[config.mk]
export PLATFORM = sky130hd
export DESIGN_NAME = apb_forwarding_slave_flat
export DESIGN_NICKNAME = d
export VERILOG_FILES = /design/src/rtl/apb_forwarding_slave_if.sv /design/src/rtl/apb_forwarding_slave.sv /design/src/flat_wrapper.sv
export SDC_FILE = /design/constraint.sdc
export NUM_CORES = 1
export LEC_CHECK = 0
export ABC_AREA = 1
export BUFFER_PORTS_ARGS = -buffer_cell sky130_fd_sc_hd__buf_4
export CORE_MARGIN = 4
export CORE_UTILIZATION = 33
export CTS_CLUSTER_SIZE = 30
export DETAILED_ROUTE_END_ITERATION = 7
export GPL_TIMING_DRIVEN = 0
export HOLD_SLACK_MARGIN = 0.12
export PLACE_DENSITY = 0.82
export SLEW_MARGIN = 15
export SYNTH_ARGS = -nofsm -noshare
export SYNTH_HDL_FRONTEND = slang
export SYNTH_SLANG_ARGS = --single-unit
export TNS_END_PERCENT = 1
[constraint.sdc]
create_clock -name clk -period 0.9 [get_ports clk]
set_input_delay 0.18 -clock clk [delete_from_list [all_inputs] [get_ports clk]]
set_output_delay 0.18 -clock clk [all_outputs]
set_load 0.03 [all_outputs]
[src/rtl/apb_forwarding_slave_if.sv]
// APB bus bundle shared by the core's imem master and the forwarding slave.
interface apb_if #(
   parameter int ADDR_W = 32,
   parameter int DATA_W = 32
) ();
   logic                  psel;
   logic                  penable;
   logic                  pwrite;
   logic [ADDR_W-1:0]     paddr;
   logic [DATA_W-1:0]     pwdata;
   logic [DATA_W/8-1:0]   pstrb;
   logic [DATA_W-1:0]     prdata;
   logic                  pready;
   logic                  pslverr;

   modport master (
      output psel, penable, pwrite, paddr, pwdata, pstrb,
      input  prdata, pready, pslverr
   );

   modport slave (
      input  psel, penable, pwrite, paddr, pwdata, pstrb,
      output prdata, pready, pslverr
   );
endinterface

[src/rtl/apb_forwarding_slave.sv]
// Zero-wait APB completer standing in for instruction memory: reads return `forward`, the last
// SETUP address is exported on `requested`. Optional macro APB_FWD_WRITE_ERR_EN flags writes.
module apb_forwarding_slave #(
   parameter int ADDR_W = 32,
   parameter int DATA_W = 32
) (
   input  logic              clk,
   input  logic              rst_n,
   apb_if.slave              apb,
   input  logic [DATA_W-1:0] forward,
   output logic [ADDR_W-1:0] requested
);
   typedef enum logic [1:0] {
      IDLE   = 2'd0,
      SETUP  = 2'd1,
      ACCESS = 2'd2
   } phase_e;

   phase_e            phase_q, phase_d;
   logic [ADDR_W-1:0] requested_q, requested_d;
   logic              inReset;
   logic              setupPhase;
   logic              accessPhase;
   logic              unusedBits;

   // rst_n keeps its historical name but is active-high.
   assign inReset     = rst_n;
   assign setupPhase  = apb.psel & ~apb.penable;
   assign accessPhase = apb.psel & apb.penable;
   assign unusedBits  = ^{apb.pwdata, apb.pstrb};

   always_ff @(posedge clk) begin
      if (inReset) begin
         phase_q     <= IDLE;
         requested_q <= '0;
      end else begin
         phase_q     <= phase_d;
         requested_q <= requested_d;
      end
   end

   // Capture depends only on the bus, so an ACCESS without SETUP never updates `requested`.
   always_comb begin
      phase_d     = phase_q;
      requested_d = requested_q;
      if (setupPhase) begin
         requested_d = apb.paddr;
      end
      case (phase_q)
         IDLE:    phase_d = setupPhase ? SETUP : IDLE;
         SETUP:   phase_d = ACCESS;
         ACCESS:  phase_d = setupPhase ? SETUP : IDLE;
         default: phase_d = IDLE;
      endcase
   end

   // Responses come straight from the bus so protocol violations are still answered.
   always_comb begin
      apb.pready  = 1'b0;
      apb.prdata  = '0;
      apb.pslverr = 1'b0;
      if (!inReset && accessPhase) begin
         apb.pready = 1'b1;
         if (!apb.pwrite) begin
            apb.prdata = forward;
         end
`ifdef APB_FWD_WRITE_ERR_EN
         else begin
            apb.pslverr = 1'b1;
         end
`endif
      end
   end

   assign requested = requested_q;
endmodule

[src/flat_wrapper.sv]
// flat-port wrapper written by rule: the top's interface ports become plain ports
module apb_forwarding_slave_flat 
#(
   parameter int ADDR_W = 32,
   parameter int DATA_W = 32
)
  (clk, rst_n, forward, requested, apb_psel, apb_penable, apb_pwrite, apb_paddr, apb_pwdata, apb_pstrb, apb_prdata, apb_pready, apb_pslverr);
  apb_if #(.ADDR_W(ADDR_W), .DATA_W(DATA_W)) apb_i ();
  input  logic clk;
  input  logic rst_n;
  input  logic [DATA_W-1:0] forward;
  output logic [ADDR_W-1:0] requested;
  input wire logic [$bits(apb_i.psel)-1:0] apb_psel;
  input wire logic [$bits(apb_i.penable)-1:0] apb_penable;
  input wire logic [$bits(apb_i.pwrite)-1:0] apb_pwrite;
  input wire logic [$bits(apb_i.paddr)-1:0] apb_paddr;
  input wire logic [$bits(apb_i.pwdata)-1:0] apb_pwdata;
  input wire logic [$bits(apb_i.pstrb)-1:0] apb_pstrb;
  output wire logic [$bits(apb_i.prdata)-1:0] apb_prdata;
  output wire logic [$bits(apb_i.pready)-1:0] apb_pready;
  output wire logic [$bits(apb_i.pslverr)-1:0] apb_pslverr;
  assign apb_i.psel = apb_psel;
  assign apb_i.penable = apb_penable;
  assign apb_i.pwrite = apb_pwrite;
  assign apb_i.paddr = apb_paddr;
  assign apb_i.pwdata = apb_pwdata;
  assign apb_i.pstrb = apb_pstrb;
  assign apb_prdata = apb_i.prdata;
  assign apb_pready = apb_i.pready;
  assign apb_pslverr = apb_i.pslverr;
  apb_forwarding_slave #(.ADDR_W(ADDR_W), .DATA_W(DATA_W)) u_core (.clk(clk), .rst_n(rst_n), .apb(apb_i), .forward(forward), .requested(requested));
endmodule
==> key figures, run 1 <==
Cells and area
  – Post-route cell area: 0.00373 mm²
  – Final net count: 531
  – Core Util, Final: 0.712
  – Area growth from synthesis to layout: 105%
  – Largest register FFs: 32
  – Layout cells sized above 1: 0.564
  – # diodes: 0

Setup path
  – Startpoint types: input port
  – Critical path origin: rst_n
  – CP Capture Type: primary output
  – Worst EP arrival: 1.04 ns
  – CP Data Required Time: 0.72 ns
  – Reg2reg setup slack: 0.30 ns
  – Reg2reg end: u_core.requested[30]$_SDFFE_PP0P_
  – Crit-path max FO: 10
  – Crit Path Category: input port to primary output
  – Depth of the most critical reg-to-reg path: 2
  – FF-to-FF Start: u_core.requested[30]$_SDFFE_PP0P_

Synth
  – Cell accounting for the most synthesized area: dfxtp_1
  – Mean post-synth cell area: 6.44 µm²
  – Largest cells by area after synthesis: dfxtp_1 (35%), inv_1 (14%), nor2_1 (13%)
  – Distinct cells, synth: 18
  – Mapped Cells: 283
  – Post-synth top area share: 0.352
  – FF+latch count, synth: 32
  – Yosys warnings: 0
  – Synthesized Nets: 388
  – Register area share after synthesis: 0.352
  – Mapped cell area: 0.00182 mm²

CTS
  – Clock buffer depth: 2
  – CTS Buf Count: 5
  – Reg clk slew, reported paths: 0.06 ns
  – H-tree Lvls: 2
  – Sinks on Clock Net: 32
  – Clk_lat worst skew: 0.27 ns
  – Root Buffer: clkbuf_8
  – TritonCTS clock tree: built

STA
  – Final worst path period need: 1.22 ns
  – Fmax: 822 MHz
  – RSZ-0062 raised after global routing: yes
  – Setup ws final: -0.317 ns
  – Final setup viols: 65
  – Period utilization: 1.35
  – Final Hold Fails: 0
  – Final Skew: 0 ns
  – Pins over their slew limit: 0

Detailed routing
  – WL met3: 816 µm
  – DR iter-0 viols: 79
  – Via count: 2158
  – Final ANT Viol Nets: 0
  – Highest routed metal layer: met4
  – Vias/cell: 4.34
  – Met2 wire len: 2.93 mm
  – Drt wl/cell: 11.9 µm
  – DRC violations left: 0
  – Drt total wl: 5.93 mm
  – First-pass detailed-route iteration total: 4
  – Wl on met1: 2.09 mm

Floorplan
  – Die Ht: 82.3 µm
  – I/O pins: 171
  – # rows: 26
  – Die ar.: 0.00677 mm²
  – Starting Density: 0.348
  – Core ar.: 0.00524 mm²
  – Die Width: 82.3 µm

Run
  – Max-cap violations: 0

Pwr
  – Net Sw Power: 1.29 mW
  – Worst vdd ir: 0.639 mV
  – Sequential Power Share: 0.374
  – Clock network fraction of total power: 0.308
  – Cell-internal power: 2.98 mW
  – Combinational fraction of design power: 0.317
  – Sw Share: 0.302
  – Pwr/cell area: 1150 mW/mm²
  – Leakage: 1.97 nW

Worst hold path
  – Worst Hold Class: input port to flip-flop
  – Hold_sp: apb_paddr[15]
  – Hold Path Depth: 5
  – End of the worst hold path: u_core.requested[15]$_SDFFE_PP0P_

Placement
  – GP Congestion: 0.793
  – DP HPWL: 4.63 mm
  – Cell area after placement: 0.00326 mm²
  – Port Buffers: 132

Global routing
  – Global-route wire length before repair: 9.47 mm
  – Largest net degree at the start of global routing: 11
  – Total GRT Usage: 0.178
  – Vias in the first global route: 2126
  – Initial antenna violation count: 0
  – Grt ovf: 0

Status
  – Status: complete, but fails checks
  – Failing checks: setup timing
critical path, stage by stage:
cell and delay (ns):
buf_6 0.10, clkinvlp_4 0.07, nand3_4 0.16, buf_12 0.22
nor3_4 0.14, buf_6 0.16
cell usage after synthesis, drive strengths merged:
cell type   n
dfxtp      32
nand2      32
clkbuf      3
conb        1
nor3       32
buf        17
nand3      33
nor2       65
inv        68
per-stage QoR:
stage	hold slack [ns]	setup WS, ns	TNS [ns]	total power, mW	instances
final	0.196	-0.317	-9.72	4.27	497
after global routing	0.194	-0.376	-12.50	4.51	497
after CTS	0.192	-0.355	-11.02	4.32	497
after detailed placement	0.475	-0.445	-12.65	2.85	485
after global placement	0.467	-0.441	-12.15	2.82	485
after floorplan	0.370	-0.202	-5.84	2.35	283
power groups by stage:
stage	Clock (mW)	Combinational, mW	Sequential [mW]
3_5_place_dp	0	1.25	1.59
2_1_floorplan	0	0.574	1.77
5_1_grt	1.43	1.47	1.61
3_3_place_gp	0	1.23	1.59
4_1_cts	1.36	1.36	1.60
6_report	1.32	1.36	1.60
layout by cell type (no fill, tap or decap):
cell type   synthesis  final
dfxtp_2             0     32
nand3_1            25     25
clkinv_2            0      1
clkinvlp_4          0      1
nor3_2              2      2
inv_1              66     64
clkbuf_8            1      6
nand3_2             7      7
buf_16              0      1
nor2_2              1      1
clkinv_4            0      1
buf_2               4      3
nor3_4              0     30
conb_1              1      1
buf_8               0      1
nand2_1            32     32
buf_6               7     68
nand3_4             1      1
bufinv_16           0      1
buf_4               6     77
nor2_4              1      1
clkbuf_4            0      2
inv_2               2      2
buf_12              0      3
clkbuf_1            2      1
nor2_1             63     63
worst max path at each step:
stage	to	depth (start not counted)
floorplan	apb_prdata[22]	4
global placement	apb_prdata[16]	4
detailed placement	apb_prdata[16]	4
CTS	apb_prdata[3]	6
global route	apb_prdata[16]	6
finish	apb_prdata[16]	6
repair_timing:
item,CTS,global route
setup buffers,3,0
gates resized for setup,94,13
cloned,1,0
pin swaps,2,1
endpoints found under the setup margin,65,65
hold buffers,0,0
cell type report:
type,count,area (µm²)
Buffer,20,209
Clock buffer,6,72.6
Clock inverter,2,35.0
Fill cell,415,1510
Inverter,68,264
Multi-Input combinational cell,163,1100
Sequential cell,32,681
Tap cell,70,87.6
Timing Repair Buffer,136,1280
layer usage:
| layer | vias up | global-route usage |
|---|---|---|
| met5 | - | 0 |
| met4 | 0 | 0.0515 |
| met3 | 11 | 0.0803 |
| met2 | 107 | 0.308 |
| met1 | 925 | 0.197 |
| li1 | 1115 | - |
kinds of logic after synthesis:
| family | synth area share |
|---|---|
| buffers and inverters | 0.231 |
| and+or+nand+nor | 0.416 |
| DFF | 0.352 |
| other | 0.00206 |
Note: power is estimated with default switching activity, not from simulation.
==> inputs of run 2 (changes only) <==
CORE_ASPECT_RATIO = 0.7   (was not set)
==> run 2 against run 1 <==
Compared with the run above:
- the run still ends with setup timing left
- clock skew did not move
- fmax rose by 4.7%
- global-route usage fell by 0.31 points
- critical path depth did not move
- worst hold slack got worse by 0.0015 ns
- power rose by 3.3%
- final cell count rose by 0.20%
==> key figures, run 2 (same netlist as run 1, synthesis figures left out) <==
Cells and area
  – # diodes: 0 (unchanged)
  – Largest register FFs: 32 (unchanged)
  – Area growth from synthesis to layout: 102% (was 105%)
  – Most frequent cells in the layout: buf_4 (87), inv_1 (65), nor2_1 (63) (was buf_4 (77), buf_6 (68), inv_1 (64))
  – Final net count: 530 (was 531)
  – Finished Layout Cells: 498 (was 497)
  – Post-route cell area: 0.00368 mm² (was 0.00373 mm²)
  – Layout cells sized above 1: 0.563 (was 0.564)
  – Core Util, Final: 0.696 (was 0.712)
  – Commonest non-fill, non-tap cell in the layout: buf_4 (unchanged)
  – Number of fill cells: 419 (was 415)

Detailed routing
  – Vias/cell: 4.35 (was 4.34)
  – Via count: 2166 (was 2158)
  – Wl on met1: 2.27 mm (was 2.09 mm)
  – DR iter-0 viols: 44 (was 79)
  – First-pass detailed-route iteration total: 4 (unchanged)
  – Highest routed metal layer: met4 (unchanged)
  – Final ANT Viol Nets: 0 (unchanged)
  – Drt wl/cell: 11.6 µm (was 11.9 µm)
  – Met2 wire len: 2.94 mm (was 2.93 mm)
  – DRC violations left: 0 (unchanged)
  – WL met3: 553 µm (was 816 µm)
  – Drt total wl: 5.79 mm (was 5.93 mm)

STA
  – Setup ws final: -0.262 ns (was -0.317 ns)
  – Fmax: 860 MHz (was 822 MHz)
  – Period utilization: 1.29 (was 1.35)
  – Final Hold Slack: 0.194 ns (was 0.196 ns)
  – Final worst path period need: 1.16 ns (was 1.22 ns)
  – RSZ-0062 raised after global routing: yes (unchanged)
  – Pins over their slew limit: 0 (unchanged)
  – Final Hold Fails: 0 (unchanged)
  – Final Skew: 0 ns (unchanged)
  – Final setup viols: 65 (unchanged)

Setup path
  – Crit Path Category: input port to primary output (unchanged)
  – CP Data Required Time: 0.72 ns (about the same)
  – CP Capture Type: primary output (unchanged)
  – FF-to-FF Start: u_core.requested[30]$_SDFFE_PP0P_ (unchanged)
  – Reg2reg setup slack: 0.29 ns (was 0.30 ns)
  – Crit-path max FO: 10 (unchanged)
  – Critical Path End: apb_prdata[22] (was apb_prdata[16])
  – Reg2reg end: u_core.requested[30]$_SDFFE_PP0P_ (unchanged)
  – Depth of the most critical reg-to-reg path: 2 (unchanged)
  – Startpoint types: input port (unchanged)
  – Worst EP arrival: 0.98 ns (was 1.04 ns)
  – Critical path origin: rst_n (unchanged)

Global routing
  – Global-route wire length before repair: 9.98 mm (was 9.47 mm)
  – Total GRT Usage: 0.175 (was 0.178)
  – Grt ovf: 0 (unchanged)
  – Vias in the first global route: 2168 (was 2126)
  – Largest net degree at the start of global routing: 11 (unchanged)
  – Initial antenna violation count: 0 (unchanged)

Floorplan
  – Die Width: 96.8 µm (was 82.3 µm)
  – I/O pins: 171 (unchanged)
  – Die Ht: 70.2 µm (was 82.3 µm)
  – Starting Density: 0.345 (was 0.348)
  – # rows: 22 (was 26)
  – Die ar.: 0.00679 mm² (was 0.00677 mm²)
  – Core ar.: 0.00529 mm² (was 0.00524 mm²)

CTS
  – Clk_lat worst skew: 0.27 ns (about the same)
  – Root Buffer: clkbuf_8 (unchanged)
  – H-tree Lvls: 2 (unchanged)
  – Sinks on Clock Net: 32 (unchanged)
  – Reg clk slew, reported paths: 0.06 ns (about the same)
  – TritonCTS clock tree: built (unchanged)
  – Clock buffer depth: 2 (unchanged)
  – CTS Buf Count: 5 (unchanged)

Pwr
  – Pwr/cell area: 1200 mW/mm² (was 1150 mW/mm²)
  – Worst vdd ir: 1.05 mV (was 0.639 mV)
  – Leakage: 1.96 nW (was 1.97 nW)

Worst hold path
  – Worst Hold Class: input port to flip-flop (unchanged)
  – Hold_sp: apb_paddr[7] (was apb_paddr[15])

Placement
  – Post-Place Setup Slack: -0.408 ns (was -0.445 ns)
  – GP Congestion: 0.737 (was 0.793)
  – Port Buffers: 132 (unchanged)
  – Placed cell count: 487 (was 485)
  – Cell area after placement: 0.00326 mm² (about the same)
  – DP HPWL: 4.60 mm (was 4.63 mm)

Status
  – Status: complete, but fails checks (unchanged)
  – Failing checks: setup timing (unchanged)

Run
  – Max-cap violations: 0 (unchanged)
[run 2: final cells by class]
class | instances | area (µm²) | share of cell area
repair buffers | 135 | 1220 | 0.331
multi-input cells | 163 | 1100 | 0.299
flip-flops and latches | 32 | 681 | 0.185
inverters | 68 | 259 | 0.0705
plain buffers | 20 | 205 | 0.0558
clock buffers | 7 | 96.3 | 0.0262
well taps | 72 | 90.1 | 0.0245
clock inverters | 1 | 30.0 | 0.00817
[run 2: how the worst min path moves through the flow]
stage / to / slack, ns / depth (start not counted)
2_1_floorplan: u_core.requested[24]$_SDFFE_PP0P_ / 0.37 / 3
3_3_place_gp: u_core.requested[17]$_SDFFE_PP0P_ / 0.47 / 2
3_5_place_dp: u_core.requested[26]$_SDFFE_PP0P_ / 0.48 / 2
4_1_cts: u_core.requested[21]$_SDFFE_PP0P_ / 0.19 / 5
5_1_grt: u_core.requested[1]$_SDFFE_PP0P_ / 0.19 / 5
6_report: u_core.requested[7]$_SDFFE_PP0P_ / 0.19 / 5
[run 2: what timing repair did]
item	4_1_cts	5_1_grt
endpoints found under the setup margin	65	65
resized for setup	87	5
pin swaps	1	0
setup buffers	3	0
hold buffers	0	0
[run 2: metal layers]
metal	GRT usage	up-vias
li1	-	1113
met1	0.212	965
met2	0.297	86
met3	0.0669	2
met4	0.0374	0
met5	0	-
[run 2: critical path, cell delays in order]
cell and delay (ns):
buf_6 0.10, clkinvlp_4 0.08, nand3_4 0.12, buf_12 0.19
nor3_4 0.16, buf_6 0.15
[run 2: metrics by stage]
| stage | power, mW | TNS [ns] |
|---|---|---|
| 3_3_place_gp | 2.82 | -11.95 |
| 3_5_place_dp | 2.85 | -12.30 |
| 4_1_cts | 4.47 | -9.26 |
| 6_report | 4.41 | -8.19 |
| 2_1_floorplan | 2.35 | -5.84 |
| 5_1_grt | 4.67 | -11.38 |
[run 2: power breakdown]
group	switching (mW)	internal (mW)	total (mW)
clock network	0.502	0.976	1.48
registers	0.0674	1.53	1.60
logic	0.721	0.614	1.33
==> inputs of run 3 (changes only) <==
CORE_UTILIZATION = 40   (was 33)
PLACE_DENSITY = 0.92   (was 0.82)
clock period = 1.45 ns   (was 0.9 ns; I/O delays follow)
==> run 3 against run 2 <==
Compared with the run above:
- the run now ends clean
- clock skew unchanged
- count of clock-buffer cells in the layout down 2
- die area down 16%
- routed wire length down 8.8%
- critical path depth unchanged
- register-to-register slack better by 0.55 ns
- critical endpoint is now apb_prdata[25]
- largest cell class unchanged
- largest power group unchanged
==> key figures, run 3 (same netlist as run 1, synthesis figures left out) <==
Pwr
  – Net Sw Power: 738 µW (was 1.29 mW)
  – Worst vdd ir: 0.544 mV (was 1.05 mV)
  – Sequential Power Share: 0.417 (was 0.362)
  – Leakage: 1.75 nW (was 1.96 nW)
  – Sw Share: 0.317 (was 0.292)
  – Overall Power: 2.33 mW (was 4.41 mW)
  – Pwr/cell area: 775 mW/mm² (was 1200 mW/mm²)
  – Clock network fraction of total power: 0.283 (was 0.335)
  – Cell-internal power: 1.59 mW (was 3.12 mW)
  – Combinational fraction of design power: 0.300 (was 0.303)

CTS
  – H-tree Lvls: 2 (unchanged)
  – Clk_lat worst skew: 0.27 ns (about the same)
  – TritonCTS clock tree: built (unchanged)
  – Root Buffer: clkbuf_8 (unchanged)
  – Sinks on Clock Net: 32 (unchanged)
  – CTS Buf Count: 5 (unchanged)
  – Reg clk slew, reported paths: 0.07 ns (was 0.06 ns)
  – Clock buffer depth: 2 (unchanged)
  – # hold bufs at CTS: 0 (unchanged)

Run
  – Max-cap violations: 0 (unchanged)

Placement
  – GP Congestion: 0.778 (was 0.737)
  – Post-Place Setup Slack: -0.146 ns (was -0.408 ns)
  – Cell area after placement: 0.00288 mm² (was 0.00326 mm²)
  – Port Buffers: 132 (unchanged)
  – DP HPWL: 4.27 mm (was 4.60 mm)

Setup path
  – Startpoint types: input port (unchanged)
  – Crit Path Category: input port to primary output (unchanged)
  – Reg2reg end: u_core.requested[30]$_SDFFE_PP0P_ (unchanged)
  – Critical path cell sequence: buf_4 -> clkinvlp_4 -> nand3_4 -> buf_6 -> nor3_1 -> buf_4 (was buf_6 -> clkinvlp_4 -> nand3_4 -> buf_12 -> nor3_4 -> buf_6)
  – Depth of the most critical reg-to-reg path: 2 (unchanged)
  – CP max stage delay: 0.20 ns (was 0.19 ns)
  – Crit-path max FO: 10 (unchanged)
  – Worst path slowest cell: buf_4 (was buf_12)
  – CP Capture Type: primary output (unchanged)
  – Reg2reg setup slack: 0.84 ns (was 0.29 ns)
  – FF-to-FF Start: u_core.requested[30]$_SDFFE_PP0P_ (unchanged)
  – Worst EP arrival: 1.10 ns (was 0.98 ns)
  – Most common cell on crit path: buf_4 (was buf_6)
  – Crit path buffers/inverters: 4 (unchanged)
  – Top delay family on crit path: buffers and inverters (unchanged)
  – CP Data Required Time: 1.16 ns (was 0.72 ns)

Floorplan
  – Starting Density: 0.416 (was 0.345)
  – Core ar.: 0.00438 mm² (was 0.00529 mm²)
  – I/O pins: 171 (unchanged)
  – Die Width: 88.7 µm (was 96.8 µm)
  – Die Ht: 64.5 µm (was 70.2 µm)
  – # rows: 20 (was 22)
  – Die ar.: 0.00572 mm² (was 0.00679 mm²)

Cells and area
  – Number of fill cells: 386 (was 419)
  – Commonest non-fill, non-tap cell in the layout: buf_4 (unchanged)
  – # diodes: 0 (unchanged)
  – Final net count: 528 (was 530)
  – Largest register FFs: 32 (unchanged)
  – Area growth from synthesis to layout: 64.6% (was 102%)
  – Most frequent cells in the layout: buf_4 (138), inv_1 (65), nor2_1 (63) (was buf_4 (87), inv_1 (65), nor2_1 (63))
  – Layout cells sized above 1: 0.417 (was 0.563)
  – Post-route cell area: 0.00300 mm² (was 0.00368 mm²)

STA
  – Setup ws final: 0.0566 ns (was -0.262 ns)
  – Final setup viols: 0 (was 65)
  – Period utilization: 0.961
  – Final Skew: 0 ns (unchanged)
  – RSZ-0062 raised after global routing: yes (unchanged)
  – Pins over their slew limit: 0 (unchanged)
  – TNS Setup: 0 ns (was -8.19 ns)
  – Fmax: 718 MHz
  – Final worst path period need: 1.39 ns
  – Final Hold Fails: 0 (unchanged)

Detailed routing
  – Via count: 2143 (was 2166)
  – DRC violations left: 0 (unchanged)
  – Drt total wl: 5.28 mm (was 5.79 mm)
  – Drt wl/cell: 11.0 µm (was 11.6 µm)
  – First-pass detailed-route iteration total: 4 (unchanged)
  – Final ANT Viol Nets: 0 (unchanged)
  – DR iter-0 viols: 27 (was 44)
  – Vias/cell: 4.47 (was 4.35)

Global routing
  – Global-route wire length before repair: 8.23 mm (was 9.98 mm)
  – Grt ovf: 0 (unchanged)
  – Vias in the first global route: 1973 (was 2168)
  – Largest net degree at the start of global routing: 12 (was 11)
  – Initial antenna violation count: 0 (unchanged)
  – Total GRT Usage: 0.178 (was 0.175)

Worst hold path
  – End of the worst hold path: u_core.requested[28]$_SDFFE_PP0P_ (was u_core.requested[7]$_SDFFE_PP0P_)
  – Hold Path Depth: 5 (unchanged)
  – Worst Hold Class: input port to flip-flop (unchanged)
  – Hold_sp: apb_paddr[28] (was apb_paddr[7])

Status
  – Status: finished clean (was complete, but fails checks)
==> run 3: area by class of cell <==
type                            instances  area, µm²  area share
Buffer                                 20        169      0.0563
Clock buffer                            5       68.8      0.0229
Clock inverter                          3       18.8     0.00626
Inverter                               68        259      0.0864
Multi-Input combinational cell        163        776       0.259
Sequential cell                        32        641       0.214
Tap cell                               55       68.8      0.0229
Timing Repair Buffer                  133        998       0.333
==> run 3: worst min-delay path: stages <==
cell and delay [ns]:
buf_4 0.07, inv_1 0.03, nand3_1 0.05, nand2_1 0.04
nor2_1 0.07
==> run 3: metrics by stage <==
step / utilization / hold slack [ns] / cells
after floorplan: - / 0.480 / 283
after global placement: 0.658 / 0.466 / 470
after detailed placement: 0.658 / 0.474 / 470
after CTS: 0.681 / 0.304 / 479
after global routing: 0.685 / 0.317 / 479
final: 0.685 / 0.311 / 479
==> run 3: what timing repair did <==
action / 4_1_cts / 5_1_grt
cloned: 0 / 0
setup buffers: 1 / 0
gates resized for setup: 1 / 4
endpoints found under the setup margin: 31 / 9
==> run 3: power by group through the flow <==
| stage | registers, mW | clock network, mW | logic (mW) |
|---|---|---|---|
| finish | 0.969 | 0.659 | 0.698 |
| CTS | 0.969 | 0.679 | 0.700 |
| global placement | 0.986 | 0 | 0.682 |
| global route | 0.975 | 0.721 | 0.760 |
| detailed placement | 0.989 | 0 | 0.695 |
| floorplan | 1.10 | 0 | 0.278 |
==> run 3: routing by layer <==
metal | GRT usage | vias up | part of all wire | routed length [µm]
li1 | - | 1107 | - | -
met1 | 0.209 | 939 | 0.40 | 2100
met2 | 0.306 | 91 | 0.48 | 2560
met3 | 0.0610 | 6 | 0.11 | 559
met4 | 0.0472 | 0 | 0.012 | 61
met5 | 0 | - | 0 | 0
==> run 3: worst max-delay path by stage <==
stage	start	endpoint	slack (ns)	cells past startpoint
after floorplan	rst_n	apb_prdata[22]	-0.24	4
after global placement	rst_n	apb_prdata[5]	-0.13	6
after detailed placement	rst_n	apb_prdata[25]	-0.15	6
after CTS	rst_n	apb_prdata[25]	0.03	6
after global routing	apb_pwrite	apb_prdata[12]	-0.02	4
final	rst_n	apb_prdata[25]	0.06	6
